[src/rtl/mem_lsu_axi.sv]
// rtl/mem_lsu_axi.sv - MEM-stage load/store unit driving a single-outstanding AXI4-Lite master
//
// Purpose: runs the load/store held in EX/MEM as one AXI4-Lite transaction,
// stalls the pipeline while it is in flight and returns the extended load result.
//
// Ports:
//   ACLK, ARESETn            clock, asynchronous active-low reset
//   req_valid/we/funct3/addr/wdata   memory-access fields from EX/MEM
//   stall_en                 freezes EX/MEM and upstream stages
//   load_data/load_valid/fault       registered results, valid in DONE only
//   AW*/W*/B*/AR*/R*         AXI4-Lite master channels
module mem_lsu_axi #(
    parameter int ADDR_W = 32
) (
    input  logic              ACLK,
    input  logic              ARESETn,
    input  logic              req_valid,
    input  logic              req_we,
    input  logic [2:0]        req_funct3,
    input  logic [31:0]       req_addr,
    input  logic [31:0]       req_wdata,
    output logic              stall_en,
    output logic [31:0]       load_data,
    output logic              load_valid,
    output logic              fault,
    output logic [ADDR_W-1:0] AWADDR,
    output logic              AWVALID,
    input  logic              AWREADY,
    output logic [31:0]       WDATA,
    output logic [3:0]        WSTRB,
    output logic              WVALID,
    input  logic              WREADY,
    input  logic [1:0]        BRESP,
    input  logic              BVALID,
    output logic              BREADY,
    output logic [ADDR_W-1:0] ARADDR,
    output logic              ARVALID,
    input  logic              ARREADY,
    input  logic [31:0]       RDATA,
    input  logic [1:0]        RRESP,
    input  logic              RVALID,
    output logic              RREADY
);

    localparam logic [2:0] S_IDLE  = 3'd0;
    localparam logic [2:0] S_WR    = 3'd1;
    localparam logic [2:0] S_WRESP = 3'd2;
    localparam logic [2:0] S_RD_A  = 3'd3;
    localparam logic [2:0] S_RD_D  = 3'd4;
    localparam logic [2:0] S_DONE  = 3'd5;

    logic [2:0]  state_q, state_d;
    logic        aw_done_q, aw_done_d;
    logic        w_done_q, w_done_d;
    logic [31:0] load_data_q, load_data_d;
    logic        load_valid_q, load_valid_d;
    logic        fault_q, fault_d;

    logic [31:0] addr_q;
    logic [2:0]  funct3_q;
    logic [31:0] wdata_q;

    logic        req_illegal;
    logic        req_misalign;
    logic        aw_fire;
    logic        w_fire;
    logic [31:0] rd_shift;
    logic [31:0] rd_ext;
    logic [3:0]  st_strb;
    logic [31:0] st_data;

    // Request legality is judged on the live EX/MEM fields in IDLE.
    always_comb begin
        if (req_we) begin
            req_illegal = (req_funct3 >= 3'b011);
        end else begin
            req_illegal = (req_funct3 == 3'b011) || (req_funct3[2:1] == 2'b11);
        end
        case (req_funct3[1:0])
            2'b01:   req_misalign = req_addr[0];
            2'b10:   req_misalign = (req_addr[1:0] != 2'b00);
            default: req_misalign = 1'b0;
        endcase
    end

    // Load extract: bring the addressed lane down to bit 0, then extend.
    assign rd_shift = RDATA >> {addr_q[1:0], 3'b000};

    always_comb begin
        case (funct3_q)
            3'b000:  rd_ext = {{24{rd_shift[7]}}, rd_shift[7:0]};
            3'b001:  rd_ext = {{16{rd_shift[15]}}, rd_shift[15:0]};
            3'b010:  rd_ext = RDATA;
            3'b100:  rd_ext = {24'd0, rd_shift[7:0]};
            3'b101:  rd_ext = {16'd0, rd_shift[15:0]};
            default: rd_ext = 32'd0;
        endcase
    end

    // Store lanes: narrow data is replicated so any strobe position sees it.
    always_comb begin
        case (funct3_q[1:0])
            2'b00: begin
                st_strb = 4'b0001 << addr_q[1:0];
                st_data = {4{wdata_q[7:0]}};
            end
            2'b01: begin
                st_strb = 4'b0011 << addr_q[1:0];
                st_data = {2{wdata_q[15:0]}};
            end
            default: begin
                st_strb = 4'b1111;
                st_data = wdata_q;
            end
        endcase
    end

    assign aw_fire = AWVALID & AWREADY;
    assign w_fire  = WVALID & WREADY;

    always_comb begin
        state_d      = state_q;
        aw_done_d    = aw_done_q;
        w_done_d     = w_done_q;
        load_data_d  = load_data_q;
        load_valid_d = 1'b0;
        fault_d      = 1'b0;
        case (state_q)
            S_IDLE: begin
                if (req_valid) begin
                    aw_done_d = 1'b0;
                    w_done_d  = 1'b0;
                    if (req_illegal || req_misalign) begin
                        state_d = S_DONE;
                        fault_d = 1'b1;
                        if (!req_we) begin
                            load_data_d = 32'd0;
                        end
                    end else begin
                        state_d = req_we ? S_WR : S_RD_A;
                    end
                end
            end
            S_WR: begin
                aw_done_d = aw_done_q | aw_fire;
                w_done_d  = w_done_q | w_fire;
                if (aw_done_d && w_done_d) begin
                    state_d = S_WRESP;
                end
            end
            S_WRESP: begin
                if (BVALID) begin
                    state_d = S_DONE;
                    fault_d = (BRESP != 2'b00);
                end
            end
            S_RD_A: begin
                if (ARREADY) begin
                    state_d = S_RD_D;
                end
            end
            S_RD_D: begin
                if (RVALID) begin
                    state_d = S_DONE;
                    if (RRESP != 2'b00) begin
                        fault_d     = 1'b1;
                        load_data_d = 32'd0;
                    end else begin
                        load_data_d  = rd_ext;
                        load_valid_d = 1'b1;
                    end
                end
            end
            default: state_d = S_IDLE;
        endcase
    end

    always_ff @(posedge ACLK or negedge ARESETn) begin
        if (!ARESETn) begin
            state_q      <= S_IDLE;
            aw_done_q    <= 1'b0;
            w_done_q     <= 1'b0;
            load_data_q  <= 32'd0;
            load_valid_q <= 1'b0;
            fault_q      <= 1'b0;
        end else begin
            state_q      <= state_d;
            aw_done_q    <= aw_done_d;
            w_done_q     <= w_done_d;
            load_data_q  <= load_data_d;
            load_valid_q <= load_valid_d;
            fault_q      <= fault_d;
        end
    end

    always_ff @(posedge ACLK or negedge ARESETn) begin
        if (!ARESETn) begin
            addr_q   <= 32'd0;
            funct3_q <= 3'd0;
            wdata_q  <= 32'd0;
        end else if (state_q == S_IDLE && req_valid) begin
            addr_q   <= req_addr;
            funct3_q <= req_funct3;
            wdata_q  <= req_wdata;
        end
    end

    // Channel outputs are decoded from state so reset clears them at once.
    assign stall_en   = ((state_q == S_IDLE) && req_valid) || (state_q == S_WR) ||
                        (state_q == S_WRESP) || (state_q == S_RD_A) || (state_q == S_RD_D);
    assign AWVALID    = (state_q == S_WR) && !aw_done_q;
    assign WVALID     = (state_q == S_WR) && !w_done_q;
    assign AWADDR     = (state_q == S_WR) ? {addr_q[ADDR_W-1:2], 2'b00} : '0;
    assign WDATA      = (state_q == S_WR) ? st_data : 32'd0;
    assign WSTRB      = (state_q == S_WR) ? st_strb : 4'd0;
    assign BREADY     = (state_q == S_WRESP);
    assign ARVALID    = (state_q == S_RD_A);
    assign ARADDR     = (state_q == S_RD_A) ? {addr_q[ADDR_W-1:2], 2'b00} : '0;
    assign RREADY     = (state_q == S_RD_D);
    assign load_data  = load_data_q;
    assign load_valid = load_valid_q;
    assign fault      = fault_q;

endmodule
[config.mk]
export PLATFORM = sky130hd
export DESIGN_NAME = mem_lsu_axi
export DESIGN_NICKNAME = d
export VERILOG_FILES = /design/src/rtl/mem_lsu_axi.sv
export SDC_FILE = /design/constraint.sdc
export NUM_CORES = 1
export LEC_CHECK = 0
export CAP_MARGIN = 20
export CORE_AREA = 2 2 121 123
export DETAILED_ROUTE_END_ITERATION = 10
export DIE_AREA = 0 0 123 125
export PLACE_DENSITY = 0.79
export RECOVER_POWER = 25
export SKIP_CTS_REPAIR_TIMING = 1
export SLEW_MARGIN = 25
export SYNTH_ARGS = -nofsm -noshare
export SYNTH_HDL_FRONTEND = slang
export SYNTH_SLANG_ARGS = --single-unit
[constraint.sdc]
create_clock -name ACLK -period 2.7 [get_ports ACLK]
set_input_delay 0.405 -clock ACLK [delete_from_list [all_inputs] [get_ports ACLK]]
set_output_delay 0.405 -clock ACLK [all_outputs]
set_load 0.05 [all_outputs]
==> results.yml <==
timing:
  drv_slew: 0
  rsz0062_at_grt: "false"
  tns_ns: 0
  hold_viol: 0
  tightest_slew_ns: 1.24
  skew_ns: 0.00654
  slew_headroom_pct: 17.3
  finalSetupViolations: 0
  maxClockFrequency_mhz: 405
  min_period_ns: 2.47
  hold_slack_ns: 0.297
  post-route-period-util_pct: 91.5
setup_path:
  cp_data_arrival_time_ns: 2.07
  max_stage_delay_ns: 0.60
  path_cells: "nor2_1 > nand2_1 > a21oi_1 > buf_12"
  end_kind: "primary output"
  crit_required_ns: 2.30
  cp_num_buf_inv: 1
  crit_path_top_delay_cell: "dfrtp_1"
  startpoint_type: "register"
  path_max_fanout: 15
  worstSetupPathType: "register to primary output"
  critical-path-top-delay-family: "simple AND/OR/NAND/NOR gates"
yosys:
  synth-edff-count: 0
  synth_flop_cell: "dfrtp_1"
  synthArstFlopShare_pct: 100
  synthesis.area_um2: 5900
  synthCells: 583
  ys_ff_latch: 106
  yosys_warnings: 0
  ys_types: 49
  ys_seq_area_share_pct: 45.0
  avgSynthCellArea_um2: 10.1
global_routing:
  antenna_found_initial: 0
  track_usage_pct: 26.2
  grt_pass1_wl_um: 31300
  grt_pass1_vias: 5803
  gr-total-overflow: 0
  grt_max_degree: 72
final_layout:
  fin_nets: 926
  drive_gt1_share_pct: 27.7
  antennaDiodeCount: 0
  mostFrequentLayoutCells: "clkdlybuf4s50_1 (144), dfrtp_1 (106), buf_12 (104)"
  fin_util_pct: 69.6
  syn_to_final_growth_pct: 67.5
  final_common_cell: "clkdlybuf4s50_1"
  fillers: 1032
place:
  dp_hpwl_um: 14800
  port_buffers: 247
  gp_congestion: 0.905
job:
  max_cap_viol_count: 0
drt:
  routed_wl_um: 19900
  wire_per_inst_um: 19.9
  num_vias: 5530
  drtPass1Iterations: 5
  drtIter0Drc: 395
  via_per_inst: 5.53
  drc_errors: 0
  ant_nets: 0
floorplan:
  io_pins: 252
  die_h_um: 125
  core_area_um2: 14200
  die_area_um2: 15400
  rows: 44
  die_w_um: 123
  initial_core_util_pct: 41.5
cts:
  h-tree-depth: 3
  path_clk_slew_ns: 0.07
  clockBufferDepth: 2
  cts_inserted_buffers: 9
  numClockSinks: 106
  clk_latency_ns: 0.35
  cts_root_buf: "clkbuf_16"
  cts_tree: "built"
power_and_ir_drop:
  irDropWorstVdd_v: 0.000829
  p_seq_share_pct: 23.4
  combPwrFrac_pct: 65.6
  p_switching_uw: 6010
  swShare_pct: 46.2
  leakagePower_uw: 0.00441
  p_int_uw: 6990
  clkPwrFrac_pct: 11.0
  power_density_nw_per_um2: 1320
status:
  status: "finished clean"
hold_path:
  hold_class: "primary input to asynchronous set/reset pin"
## path summary, 6_finish.rpt
| path | start | endpoint | slack [ns] | cells after the start |
|---|---|---|---|---|
| min | ARESETn | load_data[6] | 0.30 | 1 |
| max in group asynchronous | ARESETn | aw_done_q | 0.69 | 2 |
| min reg2reg | load_data[19] | load_data[19] | 0.49 | 1 |
| max reg2reg | funct3_q[0] | load_data[9] | 0.48 | 5 |
| max | funct3_q[0] | WDATA[10] | 0.23 | 4 |
| min in group ACLK | load_data[19] | load_data[19] | 0.49 | 1 |
## cell usage after synthesis, types with 2 or more instances
cell | count | area [µm²]
dfrtp_1 | 106 | 2650
nor2_1 | 76 | 285
mux2_2 | 74 | 833
and2_1 | 40 | 250
a21oi_1 | 35 | 175
clkbuf_1 | 32 | 120
and3_1 | 30 | 188
inv_1 | 23 | 86.3
mux2i_1 | 20 | 200
a221o_1 | 15 | 150
a22o_1 | 14 | 123
nand2_1 | 14 | 52.6
o21ai_0 | 14 | 70.1
a211o_2 | 10 | 100
buf_2 | 8 | 40.0
a211o_1 | 7 | 61.3
a22oi_1 | 7 | 52.6
nor2b_1 | 6 | 37.5
buf_1 | 4 | 15.0
buf_4 | 4 | 30.0
buf_6 | 3 | 33.8
ha_1 | 3 | 37.5
nand2b_1 | 3 | 18.8
nor3_1 | 3 | 15.0
o31ai_1 | 3 | 22.5
nand3_1 | 2 | 10.0
nor3b_1 | 2 | 15.0
o211ai_1 | 2 | 15.0
o22ai_1 | 2 | 12.5
or3_1 | 2 | 12.5
## power by group through the flow
stage	logic, µW	clock network [µW]	registers (µW)
after floorplan	4350	0	3520
after global placement	8420	0	2990
after detailed placement	8550	0	3060
after CTS	8570	1470	3040
after global routing	8940	1530	3150
final	8530	1430	3040
## layout make-up
class                      count  area, µm²  share of cell area (%)
sequential                   106       2650                    26.8
tap                          184        230                    2.33
clock buffer                  11        243                    2.46
timing repair buffer         265       3650                    36.9
multi-input combinational    406       2950                    29.8
clock inverter                 5       77.6                   0.785
inverter                      23       86.3                   0.874
## sequential cells by signal, summed over array words and instances, names as in the netlist
name / cells
addr_q: 32
load_data: 32
wdata_q: 32
funct3_q: 3
state_q: 3
aw_done_q: 1
fault: 1
load_valid: 1
w_done_q: 1
## per-stage QoR
stage	cells	setup slack (ns)	power (µW)	instance area, µm²
3_5_place_dp	984	0.204	11600	9580
4_1_cts	1000	0.164	13100	9900
3_3_place_gp	984	0.277	11400	9580
6_report	1000	0.228	13000	9880
5_1_grt	1000	0.0252	13600	9880
2_1_floorplan	586	0.396	7870	5910
## layer usage
layer  global-route usage, %  up-vias  wire [µm]  part of all wire (%)
met2                    43.3      252       9820                    49
met5                       0        -          0                     0
met3                    8.94       42       1740                   8.7
met1                    31.3     2723       7790                    39
li1                        -     2513          -                     -
met4                    9.83        0        563                   2.8
## cell families (layout without fill, tap and decap cells)
family,after synthesis,in the layout,synth area share [%]
other,1,4,0.0636
buffers and inverters,74,304,5.51
muxes,95,95,17.9
adders and majority gates,3,3,0.636
DFF,106,106,45.0
AOI/OAI and AO/OA,118,118,14.9
and+or+nand+nor,186,186,16.1
Note: power is estimated with default switching activity, not from simulation.
